### src/rtl/debug_uart_tx.sv
// debug_uart_tx
//   Sends the CPU debug bytes to the host debugger over a transmit-only UART (8N1).
//   A start request takes a snapshot of debug_port1..7. The frame is sent as
//   SYNC_BYTE followed by the seven snapshot bytes, with no idle gap between bytes.
//
// Optional build macro: DEBUG_UART_CHECKSUM_EN
//   When defined, a ninth byte is sent after the seven data bytes. It is the XOR of
//   the seven snapshot bytes; SYNC_BYTE is not included.
//
// Parameters
//   CLKS_PER_BIT : clock cycles per UART bit (2..65535)
//   SYNC_BYTE    : header byte sent at the start of every frame
//
// Ports
//   clk                       : system clock, rising edge
//   rst                       : asynchronous, active-high reset
//   start                     : single-cycle request to snapshot and send one frame
//   debug_port1..debug_port7  : debug bytes to snapshot
//   tx                        : UART serial line, idles high
//   busy                      : high while a frame is being sent
//   done                      : one-cycle pulse after the last stop bit
//
// state      | meaning
// -----------+--------------------------------------------------
// S_IDLE     | line idles high, waiting for start
// S_START_BIT| driving the start bit (0) of the current byte
// S_DATA     | driving data bits LSB first, r_bit_idx selects the bit
// S_STOP_BIT | driving the stop bit (1), then next byte or finish

module debug_uart_tx #(
   parameter int          CLKS_PER_BIT = 434,
   parameter logic [7:0]  SYNC_BYTE    = 8'hA5
) (
   input  logic       clk,
   input  logic       rst,
   input  logic       start,
   input  logic [7:0] debug_port1,
   input  logic [7:0] debug_port2,
   input  logic [7:0] debug_port3,
   input  logic [7:0] debug_port4,
   input  logic [7:0] debug_port5,
   input  logic [7:0] debug_port6,
   input  logic [7:0] debug_port7,
   output logic       tx,
   output logic       busy,
   output logic       done
);

   localparam logic [15:0] LP_BAUD_LAST = 16'(CLKS_PER_BIT - 1);
`ifdef DEBUG_UART_CHECKSUM_EN
   localparam logic [3:0]  LP_LAST_BYTE = 4'd8;
`else
   localparam logic [3:0]  LP_LAST_BYTE = 4'd7;
`endif

   typedef enum logic [1:0] {
      S_IDLE,
      S_START_BIT,
      S_DATA,
      S_STOP_BIT
   } state_t;

   state_t      r_state;
   state_t      w_state_nxt;
   logic [15:0] r_baud;
   logic [2:0]  r_bit_idx;
   logic [3:0]  r_byte_idx;
   logic [7:0]  r_snap1, r_snap2, r_snap3, r_snap4, r_snap5, r_snap6, r_snap7;
   logic        r_done;
   logic        w_bit_end;
   logic [7:0]  w_cur_byte;
   logic        w_tx;

   assign w_bit_end = (r_baud == LP_BAUD_LAST);

`ifdef DEBUG_UART_CHECKSUM_EN
   logic [7:0] w_checksum;
   assign w_checksum = r_snap1 ^ r_snap2 ^ r_snap3 ^ r_snap4 ^ r_snap5 ^ r_snap6 ^ r_snap7;
`endif

   always_comb begin
      w_cur_byte = SYNC_BYTE;
      case (r_byte_idx)
         4'd1:    w_cur_byte = r_snap1;
         4'd2:    w_cur_byte = r_snap2;
         4'd3:    w_cur_byte = r_snap3;
         4'd4:    w_cur_byte = r_snap4;
         4'd5:    w_cur_byte = r_snap5;
         4'd6:    w_cur_byte = r_snap6;
         4'd7:    w_cur_byte = r_snap7;
`ifdef DEBUG_UART_CHECKSUM_EN
         4'd8:    w_cur_byte = w_checksum;
`endif
         default: w_cur_byte = SYNC_BYTE;
      endcase
   end

   always_ff @(posedge clk or posedge rst) begin
      if (rst) r_state <= S_IDLE;
      else     r_state <= w_state_nxt;
   end

   always_comb begin
      w_state_nxt = r_state;
      w_tx        = 1'b1;
      case (r_state)
         S_IDLE: begin
            if (start) w_state_nxt = S_START_BIT;
         end
         S_START_BIT: begin
            w_tx = 1'b0;
            if (w_bit_end) w_state_nxt = S_DATA;
         end
         S_DATA: begin
            w_tx = w_cur_byte[r_bit_idx];
            if (w_bit_end && (r_bit_idx == 3'd7)) w_state_nxt = S_STOP_BIT;
         end
         S_STOP_BIT: begin
            if (w_bit_end) w_state_nxt = (r_byte_idx < LP_LAST_BYTE) ? S_START_BIT : S_IDLE;
         end
         default: w_state_nxt = S_IDLE;
      endcase
   end

   // Timing: tx depends only on registered state, so the start bit appears on the
   // same edge that accepts start, and a reset forces the line high right away.
   always_ff @(posedge clk or posedge rst) begin
      if (rst) begin
         r_baud     <= 16'd0;
         r_bit_idx  <= 3'd0;
         r_byte_idx <= 4'd0;
         r_done     <= 1'b0;
         r_snap1    <= 8'd0;
         r_snap2    <= 8'd0;
         r_snap3    <= 8'd0;
         r_snap4    <= 8'd0;
         r_snap5    <= 8'd0;
         r_snap6    <= 8'd0;
         r_snap7    <= 8'd0;
      end else begin
         r_done <= 1'b0;
         case (r_state)
            S_IDLE: begin
               r_baud     <= 16'd0;
               r_bit_idx  <= 3'd0;
               r_byte_idx <= 4'd0;
               if (start) begin
                  r_snap1 <= debug_port1;
                  r_snap2 <= debug_port2;
                  r_snap3 <= debug_port3;
                  r_snap4 <= debug_port4;
                  r_snap5 <= debug_port5;
                  r_snap6 <= debug_port6;
                  r_snap7 <= debug_port7;
               end
            end
            S_START_BIT: begin
               r_baud <= w_bit_end ? 16'd0 : r_baud + 16'd1;
            end
            S_DATA: begin
               r_baud <= w_bit_end ? 16'd0 : r_baud + 16'd1;
               // The 3-bit index wraps 7 -> 0, so it is already 0 for the next byte.
               if (w_bit_end) r_bit_idx <= r_bit_idx + 3'd1;
            end
            S_STOP_BIT: begin
               r_baud <= w_bit_end ? 16'd0 : r_baud + 16'd1;
               if (w_bit_end) begin
                  if (r_byte_idx < LP_LAST_BYTE) begin
                     r_byte_idx <= r_byte_idx + 4'd1;
                  end else begin
                     r_byte_idx <= 4'd0;
                     r_done     <= 1'b1;
                  end
               end
            end
            default: r_baud <= 16'd0;
         endcase
      end
   end

   assign tx   = w_tx;
   assign busy = (r_state != S_IDLE);
   assign done = r_done;

endmodule

### config.mk
export PLATFORM = sky130hd
export DESIGN_NAME = debug_uart_tx
export DESIGN_NICKNAME = d
export VERILOG_FILES = /design/src/rtl/debug_uart_tx.sv
export SDC_FILE = /design/constraint.sdc
export NUM_CORES = 1
export LEC_CHECK = 0
export BUFFER_PORTS_ARGS = -buffer_cell sky130_fd_sc_hd__buf_4
export CORE_ASPECT_RATIO = 0.5
export CORE_MARGIN = 4
export CORE_UTILIZATION = 50
export DETAILED_ROUTE_END_ITERATION = 10
export GPL_ROUTABILITY_DRIVEN = 0
export PLACE_DENSITY = 0.72
export SLEW_MARGIN = 20
export SYNTH_ARGS = -nofsm -noshare
export SYNTH_HDL_FRONTEND = slang
export SYNTH_SLANG_ARGS = --single-unit
### constraint.sdc
create_clock -name clk -period 6.5 [get_ports clk]
set_clock_uncertainty 0.05 [all_clocks]
set_input_delay 0.65 -clock clk [delete_from_list [all_inputs] [get_ports clk]]
set_output_delay 0.65 -clock clk [all_outputs]
set_load 0.01 [all_outputs]
==> out/qor.csv <==
stage,metric,value,unit
run_status,status,"finished, final reports clean",
placement,Cell Count Post-Placement,482,
sta,Max transition margin,0.369,
cts,hold_buf cts,0,
cts,Post CTS Setup Buffer Count,0,
routing,vias post-DR,2797,
finish,antenna cells,0,
cts,TritonCTS buffer count,9,
power_and_ir_drop,Worst VDD drop,0.154,mV
logic_synthesis,Post-Syn Area,0.00399,mm²
power_and_ir_drop,P_leak,2.33,nW
logic_synthesis,top post-synthesis cells by area,"dfrtp_1 (51%), mux2_2 (17%), ha_1 (3.8%), xor2_1 (2.2%), mux2i_1 (2.0%)",
logic_synthesis,Yosys top cell by area,dfrtp_1,
sta,FMAX,303,MHz
cts,clk sink count,82,
finish,Finished Core Util,0.641,
routing,number of remaining DRC errors,0,
cts,clk_lat worst skew,0.33,ns
finish,share of cells above drive strength 1,0.379,
hold_path,worst hold path class,flip-flop to flip-flop,
logic_synthesis,Syn. warnings,0,
sta,Final setup violation count,0,
logic_synthesis,"Async S/R FF share, synth",1.00,
floorplanning,die area,0.00955,mm²
worst_setup_path,CP Max Fanout,26,
sta,unrepaired setup endpoints after global routing,false,
global_routing,largest net degree at the start of global routing,83,
worst_setup_path,"Worst Path Class, Setup",flip-flop to output pin,
global_routing,vias in the first global route,2882,
sta,"Period Utilization, post-route",0.507,
logic_synthesis,post-synthesis cell type count,53,
power_and_ir_drop,total power,1.09,mW
power_and_ir_drop,P_int,0.872,mW
cts,Worst-path clk slew,0.06,ns
sta,fin worst setup slack,3.20,ns
worst_setup_path,crit path DAT,2.60,ns
routing,final wirelength,8330,µm
logic_synthesis,sequential element share of the synthesized area,0.515,
sta,TNS Setup,0,ns
floorplanning,Die Y,71.1,µm
routing,Iteration-0 DRC Markers,218,
sta,hold_ws,0.437,ns
cts,PostCTS Resize Cnt,0,
routing,first drt pass iteration count,5,
floorplanning,Core ar.,0.00754,mm²
sta,Final Max Tran Viols,0,
finish,Final #Nets,456,
worst_setup_path,CP required,5.80,ns
power_and_ir_drop,Pwr Density,225,mW/mm²
logic_synthesis,Mean Syn Cell Area,12.1,µm²
sta,Slew @ Worst Pin,0.947,ns
floorplanning,Die Width,134,µm
global_routing,first-pass GRT wire length,14100,µm
flow_run,max_cap viols,0,
floorplanning,row cnt,22,
cts,CTS Root Cell,clkbuf_16,
power_and_ir_drop,switching share of power,0.199,
cts,CTS max path bufs,2,
finish,Syn-to-layout area delta,21.2,%
placement,HPWL after DPL,5990,µm
worst_setup_path,endpoint class of the critical path,output pin,
global_routing,total grt overflow,0,
cts,H-tree depth,3,
floorplanning,Starting Density,0.529,
logic_synthesis,Post-synth EDFFs,0,
finish,"commonest non-fill, non-tap cell in the layout",dfrtp_1,
routing,Routed wire per std cell,16.7,µm
routing,remaining antenna violation count,0,
power_and_ir_drop,share of total power in combinational logic,0.034,
routing,post-DR vias/cell,5.62,
finish,most frequent cells in the layout,"dfrtp_1 (82), buf_4 (62), mux2_2 (60), nor2_1 (20), nand2_1 (18)",
logic_synthesis,Synth Register Bits,82,
finish,Final Non-Filler Cells,498,
placement,number of I/O port buffers,61,
power_and_ir_drop,sequential power share,0.469,
logic_synthesis,Synth Flop Type,dfrtp_1,
cts,CTS tree,built,
hold_path,hold-critical path depth,1,
sta,Final Hold Viols,0,
global_routing,initial antenna violation count,0,
power_and_ir_drop,Clk pwr share,0.497,
worst_setup_path,Startpoint Class,flip-flop,
logic_synthesis,cell count after synthesis,329,
placement,placed inst area,0.00450,mm²
floorplanning,I/O Pins,62,
worst_setup_path,worst reg2reg path depth,7,
global_routing,Total Routing Usage GR,0.187,
placement,DP Worst Slack,3.62,ns
power_and_ir_drop,NetSw,0.216,mW
logic_synthesis,post-synth net total,400,
finish,Post-Layout Inst Area,0.00483,mm²
logic_synthesis,top-area cell type share of the netlist area,0.515,
sta,min Tclk post-route,3.30,ns
-- worst paths after layout --
path                                           startpoint                     end  slack, ns
worst min-delay path                  r_baud[0]$_DFF_PP0_     r_baud[0]$_DFF_PP0_       0.44
min in group asynchronous                             rst  r_snap2[1]$_DFFE_PP0P_       0.46
max in group asynchronous                             rst  r_snap6[2]$_DFFE_PP0P_       5.46
worst min register to register        r_baud[0]$_DFF_PP0_     r_baud[0]$_DFF_PP0_       0.44
worst max-delay path            r_byte_idx[2]$_DFFE_PP0P_                      tx       3.20
worst max register to register        r_baud[1]$_DFF_PP0_  r_state[1]$_DFFE_PP0P_       4.47
-- power groups by stage --
stage	clock [mW]	combinational [mW]	sequential, mW
floorplan	0	0.00780	0.520
global placement	0	0.0369	0.520
detailed placement	0	0.0381	0.520
CTS	0.554	0.0383	0.510
global route	0.577	0.0417	0.510
finish	0.541	0.0370	0.510
-- layout make-up --
cell class                      instances  area, µm²
Clock buffer                            9        225
Clock inverter                          7        101
Fill cell                             614       2710
Inverter                               13       48.8
Multi-Input combinational cell        216       1790
Sequential cell                        82       2050
Tap cell                              108        135
Timing Repair Buffer                   63        477
-- registers in the layout, summed over array words and instances, names as in the netlist --
register and flops:
r_snap7 8, r_bit_idx 3, r_snap1 8, r_snap6 8, r_byte_idx 4, r_snap4 8, r_snap3 8, r_baud 16
r_state 2, done 1, r_snap2 8, r_snap5 8
-- cell families (layout without fill, tap and decap cells) --
group	count (synthesis)	in the layout	synth area share
AOI/OAI and AO/OA	45	45	0.0888
adders and majority gates	12	12	0.0377
xor gates and xnor gates	14	14	0.0308
DFF	82	82	0.515
buffers and inverters	31	92	0.0358
and+or+nand+nor	77	77	0.103
muxes	68	68	0.190
-- worst max-delay path, cell delays in order, from the launching register on --
cell and delay (ns):
dfrtp_1 0.96, inv_1 0.30, and3_1 0.26, o32ai_1 0.29
a32o_1 0.20, nand4_1 0.09, buf_4 0.17
-- synth_stat cells, types with 4 or more instances --
| cell type | number |
|---|---|
| mux2i_1 | 8 |
| inv_1 | 13 |
| nand4_1 | 5 |
| o21ai_0 | 6 |
| a22oi_1 | 4 |
| xnor2_1 | 4 |
| nand2_1 | 19 |
| mux2_2 | 60 |
| ha_1 | 12 |
| a222oi_1 | 5 |
| nor2_1 | 20 |
| buf_2 | 9 |
| clkbuf_1 | 7 |
| dfrtp_1 | 82 |
| nand3_1 | 8 |
| xor2_1 | 10 |
| and3_1 | 5 |
-- per-layer routing --
layer | global-route usage | up-vias | wire length [µm]
met4 | 0.0508 | 0 | 61
met2 | 0.309 | 70 | 4120
met1 | 0.241 | 1409 | 3740
met5 | 0 | - | 0
li1 | - | 1311 | -
met3 | 0.0597 | 7 | 414
(Power assumes the default switching activity.)
